===== src/rtl/seq_detector_prog.sv =====
// -----------------------------------------------------------------------------
// seq_detector_prog
//
// Runtime-programmable serial sequence detector. A pattern of 1..MAX_LEN bits
// and its length are loaded at run time. The detector then watches a
// qualified serial bit stream and raises a registered one-cycle detect pulse
// each time the most recent bits equal the pattern. Matches can either
// overlap, so that the tail of one match counts toward the next, or restart
// from scratch after each match. A saturating counter tallies matches.
//
// Ports
//   clk          rising-edge clock
//   reset        asynchronous, active-high reset
//   in_valid     in_bit is consumed this cycle
//   in_bit       serial data bit
//   cfg_load     load cfg_pattern / cfg_len / cfg_overlap this cycle
//   cfg_pattern  pattern; bit [cfg_len-1] is received first, bit [0] last
//   cfg_len      pattern length, legal range 1..MAX_LEN
//   cfg_overlap  1 = overlapping matches, 0 = restart after a match
//   clr_count    synchronous clear of match_count
//   detect       high for one cycle after the bit that completes a match
//   match_count  matches since reset/clear, saturating at all-ones
//   armed        high while a valid configuration is loaded (RUN state)
//   cfg_err      sticky flag for an illegal length, cleared by a legal load
// -----------------------------------------------------------------------------
module seq_detector_prog #(
    parameter  int MAX_LEN = 8,
    parameter  int CNT_W   = 8,
    localparam int LEN_W   = $clog2(MAX_LEN + 1)
) (
    input  logic               clk,
    input  logic               reset,
    input  logic               in_valid,
    input  logic               in_bit,
    input  logic               cfg_load,
    input  logic [MAX_LEN-1:0] cfg_pattern,
    input  logic [LEN_W-1:0]   cfg_len,
    input  logic               cfg_overlap,
    input  logic               clr_count,
    output logic               detect,
    output logic [CNT_W-1:0]   match_count,
    output logic               armed,
    output logic               cfg_err
);

    typedef enum logic {
        IDLE = 1'b0,
        RUN  = 1'b1
    } state_t;

    state_t             state_q;
    logic [MAX_LEN-1:0] hist_q;
    logic [MAX_LEN-1:0] pattern_q;
    logic [LEN_W-1:0]   len_q;
    logic [LEN_W-1:0]   fill_q;
    logic               overlap_q;
    logic               detect_q;
    logic               armed_q;
    logic               cfgErr_q;
    logic [CNT_W-1:0]   count_q;

    logic [MAX_LEN-1:0] hist_d;
    logic [LEN_W-1:0]   fill_d;
    logic [CNT_W-1:0]   count_d;
    logic [MAX_LEN:0]   maskWide;
    logic [MAX_LEN-1:0] lenMask;
    logic               cfgLegal;
    logic               match;

    // Candidate history after shifting in the current bit, plus the fill
    // level that says how many of those history bits are genuinely received
    // (fill saturates so it never wraps on long streams). A match needs at
    // least len real bits and equality on the low len bits only; pattern
    // bits above len are masked away so stale upper bits never interfere.
    // The mask is built one bit wider so len == MAX_LEN yields all ones.
    always_comb begin
        hist_d   = {hist_q[MAX_LEN-2:0], in_bit};
        fill_d   = (fill_q == LEN_W'(MAX_LEN)) ? fill_q : fill_q + LEN_W'(1);
        maskWide = ((MAX_LEN + 1)'(1) << len_q) - (MAX_LEN + 1)'(1);
        lenMask  = maskWide[MAX_LEN-1:0];
        cfgLegal = (cfg_len != '0) && (cfg_len <= LEN_W'(MAX_LEN));
        match    = (state_q == RUN) && in_valid && !cfg_load
                   && (fill_d >= len_q)
                   && (((hist_d ^ pattern_q) & lenMask) == '0);
    end

    // Counter next value: a clear that coincides with a match still
    // records that match, and the count sticks at all-ones instead of wrapping.
    always_comb begin
        count_d = count_q;
        if (clr_count) begin
            count_d = match ? CNT_W'(1) : '0;
        end else if (match && (count_q != '1)) begin
            count_d = count_q + CNT_W'(1);
        end
    end

    // Main FSM. A configuration load takes priority over the data bit of the
    // same cycle. An illegal length drops back to IDLE and flags the error.
    // In RUN, each valid bit shifts in; after a non-overlapping match the fill
    // restarts at zero so len fresh bits are required before the next match.
    always_ff @(posedge clk or posedge reset) begin
        if (reset) begin
            state_q   <= IDLE;
            hist_q    <= '0;
            fill_q    <= '0;
            pattern_q <= '0;
            len_q     <= '0;
            overlap_q <= 1'b0;
            detect_q  <= 1'b0;
            armed_q   <= 1'b0;
            cfgErr_q  <= 1'b0;
            count_q   <= '0;
        end else begin
            detect_q <= 1'b0;
            count_q  <= count_d;
            if (cfg_load) begin
                hist_q <= '0;
                fill_q <= '0;
                if (cfgLegal) begin
                    state_q   <= RUN;
                    pattern_q <= cfg_pattern;
                    len_q     <= cfg_len;
                    overlap_q <= cfg_overlap;
                    armed_q   <= 1'b1;
                    cfgErr_q  <= 1'b0;
                end else begin
                    state_q  <= IDLE;
                    armed_q  <= 1'b0;
                    cfgErr_q <= 1'b1;
                end
            end else begin
                case (state_q)
                    RUN: begin
                        if (in_valid) begin
                            hist_q   <= hist_d;
                            fill_q   <= (match && !overlap_q) ? '0 : fill_d;
                            detect_q <= match;
                        end
                    end
                    default: begin
                        detect_q <= 1'b0;
                    end
                endcase
            end
        end
    end

    assign detect      = detect_q;
    assign match_count = count_q;
    assign armed       = armed_q;
    assign cfg_err     = cfgErr_q;

endmodule


===== config.mk =====
export PLATFORM = sky130hd
export DESIGN_NAME = seq_detector_prog
export DESIGN_NICKNAME = d
export VERILOG_FILES = /design/src/rtl/seq_detector_prog.sv
export SDC_FILE = /design/constraint.sdc
export NUM_CORES = 1
export LEC_CHECK = 0
export ABC_CLOCK_PERIOD_IN_PS = 4800
export CORE_UTILIZATION = 45
export CTS_BUF_LIST = sky130_fd_sc_hd__clkbuf_4
export DETAILED_ROUTE_END_ITERATION = 12
export GPL_TIMING_DRIVEN = 0
export PLACE_DENSITY = 0.7
export RECOVER_POWER = 50
export SLEW_MARGIN = 15
export SYNTH_ARGS = -nofsm -noshare
export SYNTH_HDL_FRONTEND = slang
export SYNTH_SLANG_ARGS = --single-unit

===== constraint.sdc =====
create_clock -name clk -period 4.8 [get_ports clk]
set_input_delay 0.96 -clock clk [delete_from_list [all_inputs] [get_ports clk]]
set_output_delay 0.96 -clock clk [all_outputs]
set_load 0.1 [all_outputs]

After elaboration in Yosys (flattened, before gate mapping)
Cells that the tools add are included.

word-level totals
  register bits after elaboration = 35
  bits of input ports = 19
  output and inout bits = 11
  logic and storage cells = 51

cells by class
  add/subtract/negate cells = 3
  $lt $le $gt $ge = 2
  eq/ne operators = 2
  shifts and indexed selects = 1
  multiplexer cells = 16
  bitwise gates (word level) = 2
  reductions and logical operators = 16

operator list
  operator                                                            number
  7-bit two-way mux                                                   3
  4-bit two-way mux                                                   5
  8-bit two-way mux                                                   2
  8-bit by 1-bit adder with 8-bit output, second input constant       1
  8-bit bitwise AND                                                   1
  8-bit logical NOT                                                   1
  8-bit inequality test, second input constant                        1
  1-bit by 4-bit left shift with 8-bit output, first input constant   1
  8-bit by 2-bit subtractor with 8-bit output, second input constant  1
  8-bit bitwise XOR                                                   1
  1-bit logical AND                                                   7
  1-bit two-way mux                                                   6
  2-bit nonzero test                                                  3
  4-bit by 1-bit adder with 4-bit output, second input constant       1
  4-bit equality test, second input constant                          1
  4-bit >= comparator                                                 1
  4-bit <= comparator, second input constant                          1
  2-bit AND reduction                                                 2
  4-bit nonzero test                                                  1
  1-bit logical NOT                                                   2

Logic depth before layout (Yosys ltp)
  depth after elaboration = 10
  gate-level depth with buffers = 12
  gate-level depth less buffers = 12

Least setup slack after synthesis
Ideal clock, no wire load.

  path kind = register to register
  start point = register len_q[2]
  end point = register count_q[5] (netlist: match_count[5])
  setup time = 125 ps
  arrival = 2513 ps
  data required time = 4675 ps
  path slack = 2162 ps
  stages on the path, launching flop included = 10
  buffers on the path = 2
  period minus slack after synthesis = 2638 ps
  cells stage by stage = dfrtp_1 -> buf_6 -> or4_4 -> ha_1 -> a21oi_1 -> o22ai_1 -> or3_1 -> buf_2 -> nor4_1 -> mux2_2

between the ends
  cells in the longest elaborated chain, start to end = 7
  elaborated cells between the ends (all ways) = 9
  classes of those cells = add/sub (1); order compare (1); shift (1); bitwise (1); reduce/logical (5)

RTL lines
  element                                      RTL line  source
  from (decl)                                  54        logic [LEN_W-1:0] len_q;
  from (signal assigned)                       123       len_q <= cfg_len;
  1-bit by 4-bit left shift with 8-bit output  79        maskWide = ((MAX_LEN + 1)'(1) << len_q) - (MAX_LEN + 1)'(1);
  8-bit by 2-bit subtractor with 8-bit output  79
  8-bit bitwise AND                            84        && (((hist_d ^ pattern_q) & lenMask) == '0);
  8-bit logical NOT                            84
  1-bit logical AND *                          84
  1-bit logical AND *                          93        end else if (match && (count_q != '1)) begin
  2-bit nonzero test (no line) *               n/a
  to (signal assigned)                         116       count_q <= count_d;
  to (decl)                                    60        logic [CNT_W-1:0] count_q;

Every way passes the cells marked *; elsewhere a longest branch is shown, timed or not.
A chain may end at the register's enable or synchronous reset.

Worst setup path after layout
  start point = register count_q[2] (netlist: match_count[2])
  end point = output match_count[2]

RTL lines
  element    RTL line  source
  to (decl)  41        output logic [CNT_W-1:0] match_count,

No word-level cell between the ends.

==> flow_summary.json <==
{
  "status": "complete, but fails checks",
  "violations": "design-rule violations",
  "path_delay_family": "buffers and inverters",
  "utilization": 0.5718,
  "relSlewSlack": 0.1394,
  "viasPerCell": 5.298,
  "drtPass1Iterations": 8,
  "wl_per_cell_um": 13.04,
  "cp_data_arrival_time_ps": 1980,
  "ctsResizeCount": 0,
  "final-hold-violation-count": 0,
  "drive_gt1_frac": 0.1261,
  "synth_area_leader_cell": "dfrtp_1",
  "synth.avg_cell_area_um2": 10.14,
  "start_kind": "flip-flop",
  "ctsHoldBuffers": 0,
  "final.setup.tns_ps": 0,
  "ys_ff_latch": 35,
  "min_period_ps": 2938,
  "gp_congestion": 0.8038,
  "clock_path_buffers": 2,
  "setup_viol": 0,
  "io_pins": 30,
  "area_delta_synth_final_pct": 21.22,
  "cts.sinks": 35,
  "netlist.area_leader.share": 0.4642,
  "drtIter0Drc": 85,
  "slowest_delay_ps": 1170,
  "slew_viol_final": 0,
  "die_width_um": 66.75,
  "tightest_slew_ps": 1289,
  "cts-root-buf": "clkbuf_4",
  "synthMostInstantiatedCell": "dfrtp_1",
  "grt_max_degree": 36,
  "cp_max_fo": 7,
  "antenna_cells": 0,
  "maxCapViolations": 0,
  "path_buf_inv": 1,
  "final_antenna_net_count": 0,
  "initial_core_util": 0.4717,
  "fill_cells": 367,
  "synth_edf_count": 0,
  "synthTopCellsByArea": "dfrtp_1 (46%), mux2_2 (8.4%), ha_1 (5.3%), a22o_1 (3.2%), xnor2_1 (3.2%)",
  "rows": 23,
  "async_reset_ff_frac": 1.000,
  "grt_pass1_vias": 1345,
  "crit_path_end_kind": "output port",
  "antenna_found_initial": 0,
  "rsz0062_at_grt": "false",
  "syn_nets": 213,
  "num_vias": 1441,
  "syn-cell-area_mm2": 0.001887,
  "clock_skew_ps": 10.32,
  "cp_slowest_cell": "clkdlybuf4s50_1",
  "cts_buffers": 5,
  "finalWirelength_mm": 3.547,
  "ys_seq_area_frac": 0.4642,
  "yosys-top-cells-count": "dfrtp_1 (35), nand2_1 (16), mux2_2 (14), inv_1 (12)",
  "leakage_nw": 0.9580,
  "cts_tree": "done",
  "worstSkewPairLatency_ps": 330,
  "dpl.hpwl_mm": 2.605,
  "post_cts_buffers": 0,
  "cts.clk_slew.worst_paths_ps": 110,
  "crit_chain": "clkdlybuf4s50_1",
  "drcViolationCount": 2,
  "core_mm2": 0.004000,
  "h-tree-depth": 2,
  "grt_usage": 0.1829,
  "die_h_um": 66.75,
  "vdd_drop_max_mv": 0.1896,
  "required_ps": 3840,
  "grt_pass1_wl_mm": 6.023,
  "synth_ff_type": "dfrtp_1",
  "synthCells": 186,
  "yosysWarnings": 0,
  "die-area_mm2": 0.004456,
  "fin_crit_sh": 0.6120,
  "powerDensity_mw_per_mm2": 291.0,
  "io_buffer_count": 28,
  "final_net_count": 248,
  "hold_path_class": "reg2reg",
  "grt_overflow": 0,
  "clock.fmax_ghz": 0.3404,
  "yosysUniqueCellTypes": 38,
  "crit_type": "reg2out"
}
## registers in the layout, summed over array words and instances, names as in the netlist
name / count
match_count: 8
len_q: 4
cfg_err: 1
hist_q: 7
detect: 1
overlap_q: 1
fill_q: 4
armed: 1
pattern_q: 8
## cell families after synthesis
logic type               Yosys count  synth area share
AND/OR/NAND/NOR                   54            0.1486
AO/OA/AOI/OAI                     42            0.1446
flip-flops                        35            0.4642
buffers and inverters             20           0.04509
multiplexers                      15           0.08886
XOR/XNOR                          12           0.05570
adder cells (fa/ha/maj)            8           0.05305
## area by class of cell
| type | count | area (um^2) | share of cell area |
|---|---|---|---|
| Buffer | 8 | 40.04 | 0.01751 |
| Clock buffer | 7 | 52.55 | 0.02298 |
| Clock inverter | 1 | 5.005 | 0.002188 |
| Inverter | 12 | 45.04 | 0.01969 |
| Multi-Input combinational cell | 131 | 925.9 | 0.4048 |
| Sequential cell | 35 | 875.8 | 0.3829 |
| Tap cell | 50 | 62.56 | 0.02735 |
| Timing Repair Buffer | 28 | 280.3 | 0.1225 |
## power breakdown
| part | switching (W) | internal (W) |
|---|---|---|
| clock network | 0.0000957 | 0.0000684 |
| registers | 0.0000186 | 0.000318 |
| logic | 0.0000917 | 0.0000735 |
| total | 0.000206 | 0.000460 |
## placed cells by master (no fill, tap or decap), drive strengths merged, types with 5 or more instances in the layout
master / synthesis / routed
xnor2: 7 / 7
xor2: 5 / 5
a22o: 7 / 7
o21ai: 10 / 10
dfrtp: 35 / 35
o31ai: 6 / 6
a21oi: 10 / 10
clkbuf: 4 / 11
ha: 8 / 8
clkdlybuf4s50: 0 / 25
nand2: 16 / 16
inv: 12 / 12
nand3: 6 / 6
or4: 6 / 6
nor2: 9 / 9
mux2: 14 / 14
## worst paths after layout
check | startpoint | depth (start not counted) | endpoint | slack (ps)
max | match_count[2] | 1 | match_count[2] | 1860
max in group asynchronous | reset | 2 | hist_q[5] | 2610
min reg2reg | cfg_err | 1 | cfg_err | 500
min in group asynchronous | reset | 2 | match_count[6] | 1410
max reg2reg | len_q[2] | 10 | fill_q[0] | 1900
min | cfg_err | 1 | cfg_err | 500
## per-stage QoR
stage / total power [W] / worst slack (ps) / std cells / area, um^2 / hold WS, ps
after global routing: 0.0007056 / 1625 / 272 / 2287 / 541.2
after global placement: 0.0005054 / 1599 / 264 / 2230 / 474.9
final: 0.0006655 / 1862 / 272 / 2287 / 500.9
after CTS: 0.0006736 / 1854 / 272 / 2287 / 509.1
after detailed placement: 0.0005097 / 1577 / 264 / 2230 / 486.2
after floorplan: 0.0004616 / 2162 / 186 / 1887 / 491.7
## per-layer routing
layer | global-route usage | routed length (um)
met1 | 0.2365 | 1758
met4 | 0.05585 | 44
met3 | 0.05137 | 108
met5 | 0 | 0
met2 | 0.2942 | 1636
No activity file was read; power rests on OpenSTA's default activity.
